==> config.mk <==
export PLATFORM = sky130hd
export DESIGN_NAME = csa_pipe_adder_flat
export DESIGN_NICKNAME = d
export VERILOG_FILES = /design/src/rtl/csa_pipe_adder_pkg.sv /design/src/rtl/csa_pipe_adder_if.sv /design/src/rtl/csa_pipe_adder_blk.sv /design/src/rtl/csa_pipe_adder.sv /design/src/flat_wrapper.sv
export SDC_FILE = /design/constraint.sdc
export NUM_CORES = 1
export LEC_CHECK = 0
export BUFFER_PORTS_ARGS = -buffer_cell sky130_fd_sc_hd__buf_4
export CAP_MARGIN = 30
export CORE_ASPECT_RATIO = 1.2
export CORE_UTILIZATION = 60
export CTS_CLUSTER_DIAMETER = 60
export CTS_CLUSTER_SIZE = 24
export DETAILED_ROUTE_END_ITERATION = 12
export HOLD_SLACK_MARGIN = 0.02
export PLACE_DENSITY_LB_ADDON = 0.1
export SLEW_MARGIN = 10
export SYNTH_ARGS = -nofsm -noshare
export SYNTH_HDL_FRONTEND = slang
export SYNTH_HIERARCHICAL = 1
export SYNTH_SLANG_ARGS = --single-unit
==> constraint.sdc <==
create_clock -name clk -period 8.46 [get_ports clk]
set_clock_uncertainty 0.15 [all_clocks]
set_input_delay 0.423 -clock clk [delete_from_list [all_inputs] [get_ports clk]]
set_output_delay 0.423 -clock clk [all_outputs]
set_load 0.02 [all_outputs]
==> src/rtl/csa_pipe_adder_pkg.sv <==
// rtl/csa_pipe_adder_pkg.sv - shared types and configuration helpers for the carry-skip pipeline
package csa_pipe_adder_pkg;

   localparam int CSA_DEF_WIDTH = 32;
   localparam int CSA_DEF_BLK   = 4;
   localparam int CSA_DEF_BPS   = 2;

   // Per-stage control record: beat valid plus the carry handed to the next stage.
   typedef struct packed {
      logic vld;
      logic c;
   } csa_stg_t;

   function automatic int csa_nstg(input int width, input int blk, input int bps);
      int nblk;
      nblk = width / blk;
      return (nblk + bps - 1) / bps;
   endfunction

   function automatic bit csa_cfg_ok(input int width, input int blk, input int bps);
      return (blk > 0) && (bps > 0) && (width >= blk) && ((width % blk) == 0);
   endfunction

endpackage

==> src/rtl/csa_pipe_adder_if.sv <==
// rtl/csa_pipe_adder_if.sv - operand/result handshake bundle for csa_pipe_adder
interface csa_pipe_adder_if
   import csa_pipe_adder_pkg::*;
#(
   parameter int WIDTH = CSA_DEF_WIDTH
);
   logic             in_valid;
   logic             in_ready;
   logic [WIDTH-1:0] a;
   logic [WIDTH-1:0] b;
   logic             cin;
   logic             sub;
   logic             out_valid;
   logic             out_ready;
   logic [WIDTH-1:0] sum;
   logic             cout;
   logic             ovf;

   modport master (
      output in_valid, a, b, cin, sub, out_ready,
      input  in_ready, out_valid, sum, cout, ovf
   );

   modport slave (
      input  in_valid, a, b, cin, sub, out_ready,
      output in_ready, out_valid, sum, cout, ovf
   );

endinterface

==> src/rtl/csa_pipe_adder_blk.sv <==
// rtl/csa_pipe_adder_blk.sv - one combinational carry-skip block (ripple plus skip mux)
module csa_blk
   import csa_pipe_adder_pkg::*;
#(
   parameter int BLK = CSA_DEF_BLK
) (
   input  logic [BLK-1:0] a_i,
   input  logic [BLK-1:0] b_i,
   input  logic           ci_i,
   output logic [BLK-1:0] s_o,
   output logic           co_o,
   output logic           ci_msb_o
);

   logic [BLK-1:0] p;
   logic [BLK-1:0] g;
   logic [BLK:0]   c;

   always_comb begin
      p    = a_i ^ b_i;
      g    = a_i & b_i;
      c    = '0;
      c[0] = ci_i;
      for (int j = 0; j < BLK; j++) begin
         c[j+1] = g[j] | (p[j] & c[j]);
      end
   end

   assign s_o      = p ^ c[BLK-1:0];
   // When every bit propagates, the block carry-in bypasses the ripple chain.
   assign co_o     = (&p) ? ci_i : c[BLK];
   assign ci_msb_o = c[BLK-1];

endmodule

==> src/rtl/csa_pipe_adder.sv <==
// rtl/csa_pipe_adder.sv - pipelined carry-skip adder/subtractor with valid/ready handshake
module csa_pipe_adder
   import csa_pipe_adder_pkg::*;
#(
   parameter int WIDTH = CSA_DEF_WIDTH,
   parameter int BLK   = CSA_DEF_BLK,
   parameter int BPS   = CSA_DEF_BPS
) (
   input  logic            clk,
   input  logic            rst_n,
   csa_pipe_adder_if.slave bus
);

   localparam int NBLK = WIDTH / BLK;
   localparam int NSTG = csa_nstg(WIDTH, BLK, BPS);

   if (!csa_cfg_ok(WIDTH, BLK, BPS)) begin : g_cfg_err
      $error("csa_pipe_adder: WIDTH must be a positive multiple of BLK, BPS must be positive");
   end

   function automatic logic [WIDTH-1:0] stage_mask(input int k);
      logic [WIDTH-1:0] m;
      m = '0;
      for (int j = 0; j < WIDTH; j++) begin
         if ((j / (BLK * BPS)) == k) m[j] = 1'b1;
      end
      return m;
   endfunction

   logic adv;

   // Stage inputs: stage 0 sees the port, stage k>0 sees the registers of stage k-1.
   logic [WIDTH-1:0] st_a [NSTG];
   logic [WIDTH-1:0] st_b [NSTG];
   logic [WIDTH-1:0] st_s [NSTG];
   logic             st_c [NSTG];
   logic             st_v [NSTG];

   logic [WIDTH-1:0] q_s [NSTG];
   logic             q_c [NSTG];
   logic             q_v [NSTG];

   logic [WIDTH-1:0] blk_sum;
   logic             top_cmsb;
   logic             last_cmsb;

   assign adv          = bus.out_ready | ~bus.out_valid;
   assign bus.in_ready = adv;

   for (genvar i = 0; i < NBLK; i++) begin : g_blk
      localparam int K = i / BPS;
      logic ci;
      logic co;

      if ((i % BPS) == 0) begin : g_ci_stage
         assign ci = st_c[K];
      end else begin : g_ci_chain
         assign ci = g_blk[i-1].co;
      end

      if (i == NBLK - 1) begin : g_top
         csa_blk #(.BLK(BLK)) u_blk (
            .a_i      (st_a[K][i*BLK +: BLK]),
            .b_i      (st_b[K][i*BLK +: BLK]),
            .ci_i     (ci),
            .s_o      (blk_sum[i*BLK +: BLK]),
            .co_o     (co),
            .ci_msb_o (top_cmsb)
         );
      end else begin : g_mid
         logic unused_cmsb;
         csa_blk #(.BLK(BLK)) u_blk (
            .a_i      (st_a[K][i*BLK +: BLK]),
            .b_i      (st_b[K][i*BLK +: BLK]),
            .ci_i     (ci),
            .s_o      (blk_sum[i*BLK +: BLK]),
            .co_o     (co),
            .ci_msb_o (unused_cmsb)
         );
      end
   end

   for (genvar k = 0; k < NSTG; k++) begin : g_stg
      localparam int B_END = (((k + 1) * BPS) < NBLK) ? ((k + 1) * BPS) : NBLK;
      localparam logic [WIDTH-1:0] MASK = stage_mask(k);

      logic [WIDTH-1:0] s_d;
      logic [WIDTH-1:0] s_q;
      csa_stg_t         ctl_d;
      csa_stg_t         ctl_q;

      if (k == 0) begin : g_head
         assign st_v[0] = bus.in_valid;
         assign st_a[0] = bus.a;
         assign st_b[0] = bus.sub ? ~bus.b : bus.b;
         assign st_s[0] = '0;
         assign st_c[0] = bus.sub ? 1'b1 : bus.cin;
      end else begin : g_body
         assign st_v[k] = q_v[k-1];
         assign st_c[k] = q_c[k-1];
         assign st_s[k] = q_s[k-1];
      end

      // Merge this stage's freshly computed blocks into the skewed partial sum.
      always_comb begin
         ctl_d.vld = st_v[k];
         ctl_d.c   = g_blk[B_END-1].co;
         s_d       = (st_s[k] & ~MASK) | (blk_sum & MASK);
      end

      always_ff @(posedge clk or negedge rst_n) begin
         if (!rst_n) begin
            ctl_q <= '0;
            s_q   <= '0;
         end else if (adv) begin
            ctl_q.vld <= ctl_d.vld;
            if (ctl_d.vld) begin
               ctl_q.c <= ctl_d.c;
               s_q     <= s_d;
            end
         end
      end

      assign q_v[k] = ctl_q.vld;
      assign q_c[k] = ctl_q.c;
      assign q_s[k] = s_q;

      if (k < NSTG - 1) begin : g_fwd
         logic [WIDTH-1:0] a_q;
         logic [WIDTH-1:0] b_q;

         always_ff @(posedge clk or negedge rst_n) begin
            if (!rst_n) begin
               a_q <= '0;
               b_q <= '0;
            end else if (adv && st_v[k]) begin
               a_q <= st_a[k];
               b_q <= st_b[k];
            end
         end

         assign st_a[k+1] = a_q;
         assign st_b[k+1] = b_q;
      end

      if (k == NSTG - 1) begin : g_tail
         logic cmsb_q;

         always_ff @(posedge clk or negedge rst_n) begin
            if (!rst_n) begin
               cmsb_q <= 1'b0;
            end else if (adv && st_v[k]) begin
               cmsb_q <= top_cmsb;
            end
         end

         assign last_cmsb = cmsb_q;
      end
   end

   assign bus.out_valid = q_v[NSTG-1];
   assign bus.sum       = q_s[NSTG-1];
   assign bus.cout      = q_c[NSTG-1];
   assign bus.ovf       = q_c[NSTG-1] ^ last_cmsb;

endmodule

==> src/flat_wrapper.sv <==
// flat-port wrapper written by rule: the top's interface ports become plain ports
module csa_pipe_adder_flat import csa_pipe_adder_pkg::*;
#(
   parameter int WIDTH = CSA_DEF_WIDTH,
   parameter int BLK   = CSA_DEF_BLK,
   parameter int BPS   = CSA_DEF_BPS
)
  (clk, rst_n, bus_in_valid, bus_a, bus_b, bus_cin, bus_sub, bus_out_ready, bus_in_ready, bus_out_valid, bus_sum, bus_cout, bus_ovf);
  csa_pipe_adder_if #(.WIDTH(WIDTH)) bus_i ();
  input  logic clk;
  input  logic rst_n;
  input wire logic [$bits(bus_i.in_valid)-1:0] bus_in_valid;
  input wire logic [$bits(bus_i.a)-1:0] bus_a;
  input wire logic [$bits(bus_i.b)-1:0] bus_b;
  input wire logic [$bits(bus_i.cin)-1:0] bus_cin;
  input wire logic [$bits(bus_i.sub)-1:0] bus_sub;
  input wire logic [$bits(bus_i.out_ready)-1:0] bus_out_ready;
  output wire logic [$bits(bus_i.in_ready)-1:0] bus_in_ready;
  output wire logic [$bits(bus_i.out_valid)-1:0] bus_out_valid;
  output wire logic [$bits(bus_i.sum)-1:0] bus_sum;
  output wire logic [$bits(bus_i.cout)-1:0] bus_cout;
  output wire logic [$bits(bus_i.ovf)-1:0] bus_ovf;
  assign bus_i.in_valid = bus_in_valid;
  assign bus_i.a = bus_a;
  assign bus_i.b = bus_b;
  assign bus_i.cin = bus_cin;
  assign bus_i.sub = bus_sub;
  assign bus_i.out_ready = bus_out_ready;
  assign bus_in_ready = bus_i.in_ready;
  assign bus_out_valid = bus_i.out_valid;
  assign bus_sum = bus_i.sum;
  assign bus_cout = bus_i.cout;
  assign bus_ovf = bus_i.ovf;
  csa_pipe_adder #(.WIDTH(WIDTH), .BLK(BLK), .BPS(BPS)) u_core (.clk(clk), .rst_n(rst_n), .bus(bus_i));
endmodule
==> impl_results.md <==
* Status: finished, violations left
* Failing checks: DRC
* Worst-margin pin slew at about 860 ps
* Design Power at 3.94 mW
* First-pass GRT wire length at 26.0 mm
* Number of global-route vias before repair at 5,210
* Max cap viols at 0
* DRC at 7
* Num ports at 106
* CP arrival at 4600 ps
* Initial core utilization at between 60% and 70%
* Die Area at about 15,000 sq um
* Final GP Congestion at 0.748
* Dominant cells by area after synthesis: dfrtp_1, mux2_2, fa_1
* Drt first-iter violations at 153
* Crit. End Element: flop
* Count of input and output buffers at 105
* Chip Width at 112 um
* Slew margin rel. at between 40 and 50%
* Rows at 47
* Netlist cell types at 21
* Final Hold Vio Count at 0
* CTS Sinks at between 150 and 200
* P_leak at 4.79 nW
* Clk Latency, worst-skew pair at 420 ps
* R2R cell count at 19
* Inserted Diodes at 0
* Vias at between 4,000 and 5,000
* Hold Path Class: in2reg
* Drt total wl at 15.7 mm
* RSZ-0062 raised after global routing: no
* Synth Area per Inst at 13.9 sq um
* Avg WL per Cell at roughly 17 um
* Final count of pins violating max slew at 0
* Setup bufs post-CTS at 0
* Worst vdd ir at 0.192 mV
* Period utilisation layout at 52.5%
* Setup TNS at 0 ps
* Placed Cells incl. Taps at around 880
* Max clock buf depth at 2
* GRT Util Overall at ~23%
* WHS Path Cells at 2
* Routed vias/inst at 5.29
* Core area at 13,900 sq um
* Ys Warns at 6
* Chip height at ~130 um
* Initial antenna violation count at 0
* Crit Path Class: in2reg
* H-Tree Depth at 4
* Clock transition at the registers of the reported paths at 60 ps
* Flops & latches, synth at 185
* Min cycle time layout at 4440 ps
* Cts bufs inserted at 17
* Sequential area share after synthesis at 53.4%
* Total gr overflow at 0
* Syn Inst Count at 624
* Post-layout util at 73.5%
* Final setup fails at 0
* CTS resizes at 0
* Largest net degree at the start of global routing at 95
* Final HPWL from detailed placement at between 10 and 15 mm
* Layout area overhead at 18.1%
* Syn Nets at 758
* CTS Root Cell: clkbuf_16
* Share of Yosys cell area claimed by the top area cell type at approximately 53%
* Critical path required time at 8620 ps
* Layout Nets at around 860
* Cts hold-fix bufs at 1
* Final antenna-violating net count at 0
* Share of cells above drive strength 1 at 41.1%
* Synthesized area at between 8000 and 9000 sq um
* Crit path launch type: primary input
* DR pass1 iterations at 8
* Max Fclk at 225 MHz
* Fin cells at 909
* Cell taking the most area after synthesis: dfrtp_1
* Pwr dens at 385 nW/um^2
* Worst-path maximum fanout at 33
* CTS tree: built
* Worst hold slack at 78.3 ps
[layout by cell type, fill, tap and decap left out]
cell type      instances
mux2_4                 4
fa_1                  32
a21oi_1               48
mux2_1                 8
xor2_1                 9
clkinvlp_4             1
clkbuf_16             17
clkinv_2               1
dlygate4sd3_1          1
and2_4                 1
xnor2_1               24
inv_1                 82
bufinv_16              4
nand2b_4               1
nand2_2                3
buf_12                 1
or2_2                  1
ha_1                  32
mux2_2               154
buf_6                  1
buf_16                 1
o21ai_0                2
clkbuf_1               3
nand2_1                1
buf_4                107
clkbuf_8               6
dfrtp_1              185
nand4_1                8
[layout make-up]
cell class	instances	area (sq um)
Multi-Input combinational cell	328	3570
Clock inverter	6	133
Timing Repair Buffer	111	872
Fill cell	923	3700
Sequential cell	185	4630
Clock buffer	26	519
Inverter	82	308
Tap cell	171	214
[metal layers]
metal  share of wire, %  track usage (%)  up-vias
met4               0.96             7.21        0
met2                 53             39.1       87
li1                   -                -     2234
met3                4.2             5.78       11
met5                  0                0        -
met1                 42             29.0     2474
[report_power, final]
group / internal, mW / switching, mW / total, mW
sequential: 1.30 / 0.260 / 1.56
combinational: 0.815 / 0.713 / 1.53
clock: 0.542 / 0.311 / 0.853
total: 2.66 / 1.28 / 3.94
[final timing paths]
path                                     startpoint                            end  slack (ps)
setup / recovery                            bus_sub             u_core/g_blk[2].ci        4020
hold / removal                            bus_a[29]  u_core/g_stg[0].g_fwd.a_q[29]          80
setup reg to reg                 u_core/g_blk[4].ci             u_core/g_blk[6].ci        4240
hold reg to reg            u_core/g_stg[2].ctl_q[1]           u_core/bus.out_valid         340
max in group asynchronous                     rst_n  u_core/g_stg[1].g_fwd.b_q[25]        6540
min in group asynchronous                     rst_n             u_core/bus.sum[25]         480
[cell usage after synthesis]
cell type  number
or2_2           1
mux2_1          8
buf_1           1
dfrtp_1       185
buf_6           5
mux2_4          4
inv_1          82
buf_2          16
buf_4           3
xnor2_1        24
and2_4          1
mux2_2        154
nand4_1         8
clkbuf_1        4
ha_1           32
xor2_1          9
nand2b_4        1
nand2_1         4
a21oi_1        48
o21ai_0         2
fa_1           32
[registers in the layout, summed over array words and instances (netlist names)]
signal                      flops
u_core/bus.cout                 1
u_core/g_stg.g_fwd.a_q         48
u_core/bus.sum                 32
u_core/g_stg.s_q               48
u_core/g_stg.ctl_q              3
u_core/g_blk.ci                 3
u_core/g_stg.g_fwd.b_q         48
u_core/g_stg.g_tail.cmsb_q      1
u_core/bus.out_valid            1
[worst max-delay path, cell delays in order]
cell    delay (ps)
buf_4          440
xor2_1         180
inv_1          110
fa_1           180
inv_1           50
fa_1           370
inv_1           80
fa_1           160
inv_1           50
fa_1           350
mux2_1         330
inv_1           80
fa_1           160
inv_1           50
fa_1           350
inv_1           80
fa_1           160
inv_1           50
fa_1           360
mux2_1         300
mux2_2         260
[logic make-up (layout without fill, tap and decap cells)]
logic type               Yosys count  after routing  share of synthesized area [%]
flip-flops                       185            185                           53.4
multiplexers                     166            166                           21.7
buffers and inverters            111            225                           5.60
adder cells (fa/ha/maj)           64             64                           12.0
AO/OA/AOI/OAI                     50             50                           2.89
XOR/XNOR                          33             33                           3.33
AND/OR/NAND/NOR                   15             15                           1.08
[per-stage QoR]
step / instance area [sq um] / setup WS [ps]
floorplan: 8670 / 3910
global placement: 9530 / 3760
detailed placement: 9550 / 3570
CTS: 10200 / 4020
global route: 10200 / 3820
finish: 10200 / 4020
No activity file was read; power rests on OpenSTA's default activity.
